### config.mk
export PLATFORM = sky130hd
export DESIGN_NAME = mc_control_unit
export DESIGN_NICKNAME = d
export VERILOG_FILES = /design/src/rtl/mc_control_unit.sv
export SDC_FILE = /design/constraint.sdc
export NUM_CORES = 1
export LEC_CHECK = 0
export CAP_MARGIN = 20
export CORE_MARGIN = 2
export CORE_UTILIZATION = 52
export DETAILED_ROUTE_END_ITERATION = 8
export HOLD_SLACK_MARGIN = 0.05
export PLACE_DENSITY = 0.83
export SLEW_MARGIN = 30
export SYNTH_ARGS = -nofsm -noshare
export SYNTH_HDL_FRONTEND = slang
export SYNTH_SLANG_ARGS = --single-unit
### constraint.sdc
create_clock -name clk -period 2.54 [get_ports clk]
set_input_delay 0.381 -clock clk [delete_from_list [all_inputs] [get_ports clk]]
set_output_delay 0.381 -clock clk [all_outputs]
set_load 0.02 [all_outputs]
### src/rtl/mc_control_unit.sv
// mc_control_unit: multi-cycle main controller for the MIPS-subset datapath.
// Sequences FETCH/DECODE/EXEC/MEM/WB and drives datapath control inputs.
// Optional feature macro: MC_MEM_STALL_EN (adds mem_ready; MEM holds until ready).
module mc_control_unit #(
  parameter bit HALT_ON_ILLEGAL = 1'b1
) (
  input  logic       clk,
  input  logic       reset,
  input  logic [5:0] OPcode,
  input  logic [5:0] funct,
  input  logic       ALUZero,
`ifdef MC_MEM_STALL_EN
  input  logic       mem_ready,
`endif
  output logic       IRWrite,
  output logic       PCWrite,
  output logic       PCSrc,
  output logic       RegWrite,
  output logic       MemWrite,
  output logic       MemtoReg,
  output logic       RegDst,
  output logic       ALUSrc,
  output logic       SgnZero,
  output logic [2:0] ALUOP,
  output logic [2:0] state,
  output logic       illegal
);

  localparam int unsigned OP_W  = 6;
  localparam int unsigned AOP_W = 3;

  localparam logic [OP_W-1:0] OP_RTYPE = 6'h00;
  localparam logic [OP_W-1:0] OP_LW    = 6'h23;
  localparam logic [OP_W-1:0] OP_SW    = 6'h2B;
  localparam logic [OP_W-1:0] OP_BEQ   = 6'h04;
  localparam logic [OP_W-1:0] OP_ADDI  = 6'h08;
  localparam logic [OP_W-1:0] OP_ANDI  = 6'h0C;
  localparam logic [OP_W-1:0] OP_ORI   = 6'h0D;

  localparam logic [OP_W-1:0] FN_ADD = 6'h20;
  localparam logic [OP_W-1:0] FN_SUB = 6'h22;
  localparam logic [OP_W-1:0] FN_AND = 6'h24;
  localparam logic [OP_W-1:0] FN_OR  = 6'h25;
  localparam logic [OP_W-1:0] FN_SLT = 6'h2A;

  localparam logic [AOP_W-1:0] AOP_AND = 3'b000;
  localparam logic [AOP_W-1:0] AOP_OR  = 3'b001;
  localparam logic [AOP_W-1:0] AOP_ADD = 3'b010;
  localparam logic [AOP_W-1:0] AOP_SUB = 3'b110;
  localparam logic [AOP_W-1:0] AOP_SLT = 3'b111;

  typedef enum logic [2:0] {
    S_FETCH  = 3'd0,
    S_DECODE = 3'd1,
    S_EXEC   = 3'd2,
    S_MEM    = 3'd3,
    S_WB     = 3'd4,
    S_ERR    = 3'd7
  } state_t;

  typedef enum logic [2:0] {
    K_NOP, K_RTYPE, K_LW, K_SW, K_BEQ, K_IMM
  } kind_t;

  state_t            state_q;
  kind_t             kind_q;
  logic [AOP_W-1:0]  alu_op_q;
  logic              alu_src_q;
  logic              reg_dst_q;
  logic              mem_to_reg_q;
  logic              sgn_zero_q;
  logic              ir_write_q;
  logic              pc_write_q;
  logic              reg_write_q;
  logic              mem_write_q;
  logic              illegal_q;

  kind_t             dec_kind;
  logic              dec_legal;
  logic [AOP_W-1:0]  dec_alu_op;
  logic              dec_alu_src;
  logic              dec_reg_dst;
  logic              dec_mem_to_reg;
  logic              dec_sgn_zero;
  logic              mem_go;

`ifdef MC_MEM_STALL_EN
  assign mem_go = mem_ready;
`else
  assign mem_go = 1'b1;
`endif

  // Instruction decoder on the live opcode/funct, consumed only in DECODE
  always_comb begin
    dec_kind       = K_NOP;
    dec_legal      = 1'b0;
    dec_alu_op     = AOP_AND;
    dec_alu_src    = 1'b0;
    dec_reg_dst    = 1'b0;
    dec_mem_to_reg = 1'b0;
    dec_sgn_zero   = 1'b0;
    case (OPcode)
      OP_RTYPE: begin
        dec_kind    = K_RTYPE;
        dec_legal   = 1'b1;
        dec_reg_dst = 1'b1;
        case (funct)
          FN_ADD:  dec_alu_op = AOP_ADD;
          FN_SUB:  dec_alu_op = AOP_SUB;
          FN_AND:  dec_alu_op = AOP_AND;
          FN_OR:   dec_alu_op = AOP_OR;
          FN_SLT:  dec_alu_op = AOP_SLT;
          default: begin
            dec_kind    = K_NOP;
            dec_legal   = 1'b0;
            dec_reg_dst = 1'b0;
          end
        endcase
      end
      OP_LW: begin
        dec_kind       = K_LW;
        dec_legal      = 1'b1;
        dec_alu_op     = AOP_ADD;
        dec_alu_src    = 1'b1;
        dec_mem_to_reg = 1'b1;
      end
      OP_SW: begin
        dec_kind    = K_SW;
        dec_legal   = 1'b1;
        dec_alu_op  = AOP_ADD;
        dec_alu_src = 1'b1;
      end
      OP_BEQ: begin
        dec_kind   = K_BEQ;
        dec_legal  = 1'b1;
        dec_alu_op = AOP_SUB;
      end
      OP_ADDI: begin
        dec_kind    = K_IMM;
        dec_legal   = 1'b1;
        dec_alu_op  = AOP_ADD;
        dec_alu_src = 1'b1;
      end
      OP_ANDI: begin
        dec_kind     = K_IMM;
        dec_legal    = 1'b1;
        dec_alu_op   = AOP_AND;
        dec_alu_src  = 1'b1;
        dec_sgn_zero = 1'b1;
      end
      OP_ORI: begin
        dec_kind     = K_IMM;
        dec_legal    = 1'b1;
        dec_alu_op   = AOP_OR;
        dec_alu_src  = 1'b1;
        dec_sgn_zero = 1'b1;
      end
      default: ;
    endcase
  end

  // Sequencer: state plus registered controls for the state being entered
  always_ff @(posedge clk) begin
    if (reset) begin
      state_q      <= S_FETCH;
      kind_q       <= K_NOP;
      alu_op_q     <= '0;
      alu_src_q    <= 1'b0;
      reg_dst_q    <= 1'b0;
      mem_to_reg_q <= 1'b0;
      sgn_zero_q   <= 1'b0;
      ir_write_q   <= 1'b1;
      pc_write_q   <= 1'b0;
      reg_write_q  <= 1'b0;
      mem_write_q  <= 1'b0;
      illegal_q    <= 1'b0;
    end else begin
      case (state_q)
        S_FETCH: begin
          state_q    <= S_DECODE;
          ir_write_q <= 1'b0;
        end
        S_DECODE: begin
          if (dec_legal) begin
            // decoded form of the instruction is frozen here until retire
            state_q      <= S_EXEC;
            kind_q       <= dec_kind;
            alu_op_q     <= dec_alu_op;
            alu_src_q    <= dec_alu_src;
            reg_dst_q    <= dec_reg_dst;
            mem_to_reg_q <= dec_mem_to_reg;
            sgn_zero_q   <= dec_sgn_zero;
            pc_write_q   <= (dec_kind == K_BEQ);
          end else if (HALT_ON_ILLEGAL) begin
            state_q   <= S_ERR;
            illegal_q <= 1'b1;
          end else begin
            state_q    <= S_EXEC;
            kind_q     <= K_NOP;
            pc_write_q <= 1'b1;
            illegal_q  <= 1'b1;
          end
        end
        S_EXEC: begin
          case (kind_q)
            K_LW: state_q <= S_MEM;
            K_SW: begin
              state_q     <= S_MEM;
              mem_write_q <= 1'b1;
              pc_write_q  <= 1'b1;
            end
            K_RTYPE, K_IMM: begin
              state_q     <= S_WB;
              reg_write_q <= 1'b1;
              pc_write_q  <= 1'b1;
            end
            default: begin
              state_q      <= S_FETCH;
              kind_q       <= K_NOP;
              alu_op_q     <= '0;
              alu_src_q    <= 1'b0;
              reg_dst_q    <= 1'b0;
              mem_to_reg_q <= 1'b0;
              sgn_zero_q   <= 1'b0;
              ir_write_q   <= 1'b1;
              pc_write_q   <= 1'b0;
              illegal_q    <= 1'b0;
            end
          endcase
        end
        S_MEM: begin
          if (mem_go) begin
            if (kind_q == K_LW) begin
              state_q     <= S_WB;
              reg_write_q <= 1'b1;
              pc_write_q  <= 1'b1;
            end else begin
              state_q      <= S_FETCH;
              kind_q       <= K_NOP;
              alu_op_q     <= '0;
              alu_src_q    <= 1'b0;
              reg_dst_q    <= 1'b0;
              mem_to_reg_q <= 1'b0;
              sgn_zero_q   <= 1'b0;
              ir_write_q   <= 1'b1;
              pc_write_q   <= 1'b0;
              mem_write_q  <= 1'b0;
            end
          end
        end
        S_ERR: state_q <= S_ERR;
        default: begin
          // WB and the unused encodings all return to FETCH
          state_q      <= S_FETCH;
          kind_q       <= K_NOP;
          alu_op_q     <= '0;
          alu_src_q    <= 1'b0;
          reg_dst_q    <= 1'b0;
          mem_to_reg_q <= 1'b0;
          sgn_zero_q   <= 1'b0;
          ir_write_q   <= 1'b1;
          pc_write_q   <= 1'b0;
          reg_write_q  <= 1'b0;
          mem_write_q  <= 1'b0;
          illegal_q    <= 1'b0;
        end
      endcase
    end
  end

  // Write strobes are killed immediately by reset; sw PC update waits for memory
  assign IRWrite  = ir_write_q & ~reset;
  assign RegWrite = reg_write_q & ~reset;
  assign MemWrite = mem_write_q & ~reset;
  assign PCWrite  = pc_write_q & ~reset & ((state_q != S_MEM) | mem_go);
  assign PCSrc    = (state_q == S_EXEC) & (kind_q == K_BEQ) & ALUZero;

  assign MemtoReg = mem_to_reg_q;
  assign RegDst   = reg_dst_q;
  assign ALUSrc   = alu_src_q;
  assign SgnZero  = sgn_zero_q;
  assign ALUOP    = alu_op_q;
  assign state    = state_q;
  assign illegal  = illegal_q;

endmodule

# == Word level (Yosys, flattened, before mapping) ==
# Cells that the tools add are included.
# word_totals
reg_bits,18
in_bits,15
out_inout_bits,16
wordCells,118
# classes
eq_ne,29
n_mux,44
n_bitwise,11
reduce_logical,22
# op_table
op,n
$pmux W3 S4,4
$eq A6 B6 Y1 const B,7
$pmux W3 S5,2
$pmux W1 S4,6
$mux W1,20
$eq A6 B4 Y1 const B,3
$mux W3,6
$reduce_and A3 Y1,5
$reduce_or A3 Y1,5
$eq A3 B2 Y1 const B,4
$eq A3 B3 Y1 const B,4
$ne A2 B2 Y1 const B,6
$reduce_or A2 Y1,5
$reduce_or A5 Y1,2
$pmux W1 S3,3
$and A1 B1 Y1,6
$eq A3 B1 Y1 const B,2
$eq A6 B3 Y1 const B,1
$logic_not A6 Y1,1
$pmux W3 S2,1
$reduce_or A6 Y1,1
$not A1 Y1,5
$ne A2 B1 Y1 const B,2
$pmux W1 S2,2
3 further kinds,3

# == Logic depth before layout (Yosys ltp) ==
# Gate-level depths: netlist of run 1.
# logic_depth
word_depth,7
depth_mapped,6
ltp_nobuf,5

# == Least setup slack after synthesis of run 1 ==
# OpenSTA, ideal clock, no wires.
# synth_timing
path_type,register to output
from,"reg state_q[1], in the netlist state[1]"
to,out PCSrc
arrival_ns,1.578
required_ns,2.159
slack_ns,0.581
stages_incl_launch_ff,4
path_buffers,1
cell_sequence,dfxtp_1 -> buf_2 -> nand2_1 -> nor4_1
# synth_between
elab_chain_cells,3
# synth_rtl
element,line_no,rtl
"start, declared",65,state_t state_q;
"start signal, assigned",165,state_q <= S_FETCH;
"start signal, assigned",180,state_q <= S_DECODE;
"start signal, assigned",186,state_q <= S_EXEC;
$eq A3 B2 Y1,276,assign PCSrc = (state_q == S_EXEC) & (kind_q == K_BEQ) & ALUZero;
$and A1 B1 Y1 (2 in a row),276,
"end, declared",17,"output logic PCSrc,"
# No other way between the ends.

# == Worst setup path in the final report of run 1 ==
# layout_timing
from,in reset
to,out PCWrite
# layout_between
elab_chain_cells,2
# layout_rtl
element,line_no,rtl
"start, declared",8,"input logic reset,"
$not A1 Y1,275,assign PCWrite = pc_write_q & ~reset & ((state_q != S_MEM) | mem_go);
$and A1 B1 Y1,275,
"end, declared",16,"output logic PCWrite,"
# No other way between the ends.

==> results of run 1 <==
==> final timing paths <==
check	start	endpoint	slack, ps	depth (start not counted)
min	ALUSrc$_SDFFE_PP0P_	ALUSrc$_SDFFE_PP0P_	460	1
max	reset	PCWrite	300	3
min reg2reg	ALUSrc$_SDFFE_PP0P_	ALUSrc$_SDFFE_PP0P_	460	1
max reg2reg	state[0]$_SDFF_PP0_	MemtoReg$_SDFFE_PP0P_	650	5
==> cell families after synthesis <==
family / after synthesis / share of synthesized area [%]
DFF: 18 / 29.9
buffers and inverters: 12 / 5.20
and+or+nand+nor: 59 / 30.9
muxes: 1 / 0.832
AOI/OAI and AO/OA: 47 / 31.6
xor gates and xnor gates: 1 / 0.728
adders and majority gates: 1 / 0.832
==> sequential cells by signal, summed over array words and instances, names as in the netlist <==
register,cells
MemtoReg,1
pc_write_q,1
ALUOP,3
SgnZero,1
reg_write_q,1
mem_write_q,1
ir_write_q,1
kind_q,3
state,3
RegDst,1
illegal,1
ALUSrc,1
==> Yosys cell counts (2+ instances only) <==
| library cell | instances | area, um2 |
|---|---|---|
| nor2_1 | 9 | 33.8 |
| buf_4 | 2 | 15.0 |
| buf_2 | 2 | 10.0 |
| o2bb2ai_1 | 2 | 17.5 |
| nor3_1 | 4 | 20.0 |
| a21o_1 | 7 | 52.6 |
| nand2_1 | 6 | 22.5 |
| a21oi_1 | 10 | 50.1 |
| clkbuf_1 | 3 | 11.3 |
| nor4_1 | 2 | 12.5 |
| o21ai_0 | 4 | 20.0 |
| nand2b_1 | 7 | 43.8 |
| inv_1 | 3 | 11.3 |
| a31oi_1 | 4 | 25.0 |
| nand3b_1 | 4 | 30.0 |
| o31ai_1 | 2 | 15.0 |
| nand3_1 | 2 | 10.0 |
| dfxtp_1 | 18 | 360 |
| nand4_1 | 4 | 25.0 |
| or3_1 | 2 | 12.5 |
| nor2b_1 | 7 | 43.8 |
| o21bai_1 | 2 | 15.0 |
==> through the flow <==
step	utilization (%)	hold WS [ps]	cells	setup WS, ps
2_1_floorplan	-	444	139	581
6_report	71.0	464	197	302
4_1_cts	71.0	468	197	293
5_1_grt	71.0	496	197	209
3_3_place_gp	70.0	433	194	343
3_5_place_dp	70.0	444	194	298
==> power groups by stage <==
stage / combinational (W) / sequential [W] / clock (W)
3_5_place_dp: 0.000219 / 0.000318 / 0
4_1_cts: 0.000220 / 0.000312 / 0.000151
2_1_floorplan: 0.000138 / 0.000324 / 0
5_1_grt: 0.000239 / 0.000316 / 0.000164
3_3_place_gp: 0.000215 / 0.000318 / 0
6_report: 0.000220 / 0.000312 / 0.000142
==> critical path: cells and delay by family <==
| family | cells | cell delay (ps) |
|---|---|---|
| buf+inv | 2 | 1210 |
| simple gates | 1 | 260 |
==> layer usage <==
layer / vias up / part of all wire, % / routed length (um)
li1: 591 / - / -
met1: 526 / 47 / 1290
met2: 42 / 46 / 1260
met3: 4 / 5.3 / 144
met4: 0 / 1.3 / 36
met5: - / 0 / 0
==> area by class of cell <==
| type | count | area share [%] |
|---|---|---|
| Clock buffer | 3 | 1.45 |
| Multi-Input combinational cell | 109 | 50.2 |
| Inverter | 3 | 0.724 |
| Timing Repair Buffer | 36 | 22.2 |
| Tap cell | 28 | 2.25 |
| Sequential cell | 18 | 23.2 |
==> summary.md, run 1 <==
| Metric | Value |
|---|---|
| Status | `finished, final reports clean` |
| Clock power share | `21.1%` |
| Max_cap viols | `0` |
| # resized after CTS | `0` |
| Setup crit start kind | `primary input` |
| Logic pwr share | `32.6%` |
| Gr busiest metal | `met2` |
| Crit path kind | `primary input to output pin` |
| M3 GR Usage | `between 4 and 5%` |
| Initial antenna violation count | `0` |
| Pwr/cell area | `434 nW/um2` |
| Share of power burned in registers | `46.3%` |
| Hold Vio Cnt, Final | `0` |
| Synthesized area per cell | `8.66 um2` |
| I/O pin cnt | `31` |
| # DRC | `0` |
| First-pass GRT wire length | `4630 um` |
| Setup-failing EPs final | `0` |
| Met2 Track Usage GR | `36.9%` |
| Sink Count | `18` |
| Routability Congestion | `0.864` |
| NetSw | `between 0.0002 and 0.00025 W` |
| Post-CTS setup buffer count | `0` |
| Net Count, Synth | `~150` |
| Worst setup EP type | `output pin` |
| Placed cell areas | `1530 um2` |
| H-tree Lvls | `1` |
| Worst path slowest cell | `clkdlybuf4s50_1` |
| Register area | `about 360 um2` |
| DP HPWL | `2140 um` |
| CP required | `~2200 ps` |
| Most common cell after layout, fill and taps aside | `clkdlybuf4s50_1` |
| HP Class | `flip-flop to flip-flop` |
| Final Max Tran Viols | `0` |
| FF+latch count, synth | `18` |
| Sw frac | `32.7%` |
| Cells after Synth | `roughly 140` |
| Via/cell ratio | `5.90` |
| Grt met1 use | `31.5%` |
| Vias in the first global route | `1,032` |
| Initial core utilization | `54.9%` |
| # rows | `17` |
| Clock buffer depth | `2` |
| Area of the multi-input gates | `781 um2` |
| CTS tree | `done` |
| Setup TNS | `0 ps` |
| Antenna Cells | `0` |
| DRT Wirelength | `between 2000 and 3000 um` |
| Crit path top cell by count | `clkdlybuf4s50_1` |
| Average wire per standard cell | `13.9 um` |
| Seq/Total Area, Yosys | `between 20% and 30%` |
| Gr usage total | `23.5%` |
| Worst rel slew slack | `60.9%` |
| Area growth syn-to-layout | `29.2%` |
| # hold bufs at CTS | `0` |
| CTS clk-pin slew, worst paths | `100 ps` |
| Worst-margin pin slew | `around 590 ps` |
| Peak VDD IR | `368 uV` |
| Share of layout cells above drive strength 1 | `12.4%` |
| CP Max Fanout | `9` |
| Clock Skews | `~2.4 ps` |
| Root Driver | `clkbuf_4` |
| Gr ovfl total | `0` |
| Crit share post-route | `between 80% and 90%` |
| RSZ-0062 raised after global routing | `false` |
| CP arrival | `about 1900 ps` |
| Fill count | `174` |
| Final nets | `186` |
| Static leakage | `slightly below 0.6 nW` |
| Antenna-violating nets left | `0` |
| Top_reg_cell synth | `dfxtp_1` |
| Post-synth EDFFs | `0` |
| Worst path max stage delay | `640 ps` |
| Netlist cell types | `55` |
| Mapped Area | `1200 um2` |
| Async SR Flop Fraction | `0%` |
| Fin area | `~1600 um2` |
| DIE WIDTH | `52.1 um` |
| Core area | `2190 um2` |
| Die area | `2720 um2` |
| CP Cell Sequence | `clkdlybuf4s50_1, nor2b_1, clkdlybuf4s50_1` |
| CTS Buf Count | `3` |
| Die height | `52.1 um` |
| Internal Power | `0.000454 W` |
| Post-route minimum period | `approximately 2200 ps` |
| Largest net degree at the start of global routing | `21` |
| Commonest cells after routing, fill and taps aside | `clkdlybuf4s50_1, dfxtp_1, a21oi_1` |
| Ys Warns | `0` |
| Max Freq | `447 MHz` |
| I/O Buffers | `30` |
| Total number of vias | `1,163` |
| DR iter-0 viols | `38` |
| Initial DRT Pass Iterations | `4` |
| Total power | `0.000675 W` |
| Skew-Pair Late Insertion Delay | `about 290 ps` |
No activity file was read; power rests on OpenSTA's default activity.
==> run 2: changes to the inputs <==
--- a/config.mk
+++ b/config.mk
@@ -9,6 +9,7 @@
 export CORE_MARGIN = 2
 export CORE_UTILIZATION = 52
 export DETAILED_ROUTE_END_ITERATION = 8
+export GPL_ROUTABILITY_DRIVEN = 0
 export HOLD_SLACK_MARGIN = 0.05
 export PLACE_DENSITY = 0.83
 export SLEW_MARGIN = 30
==> results of run 2 <==
No change in the layout: final DEF, timing and power equal those of run 1.
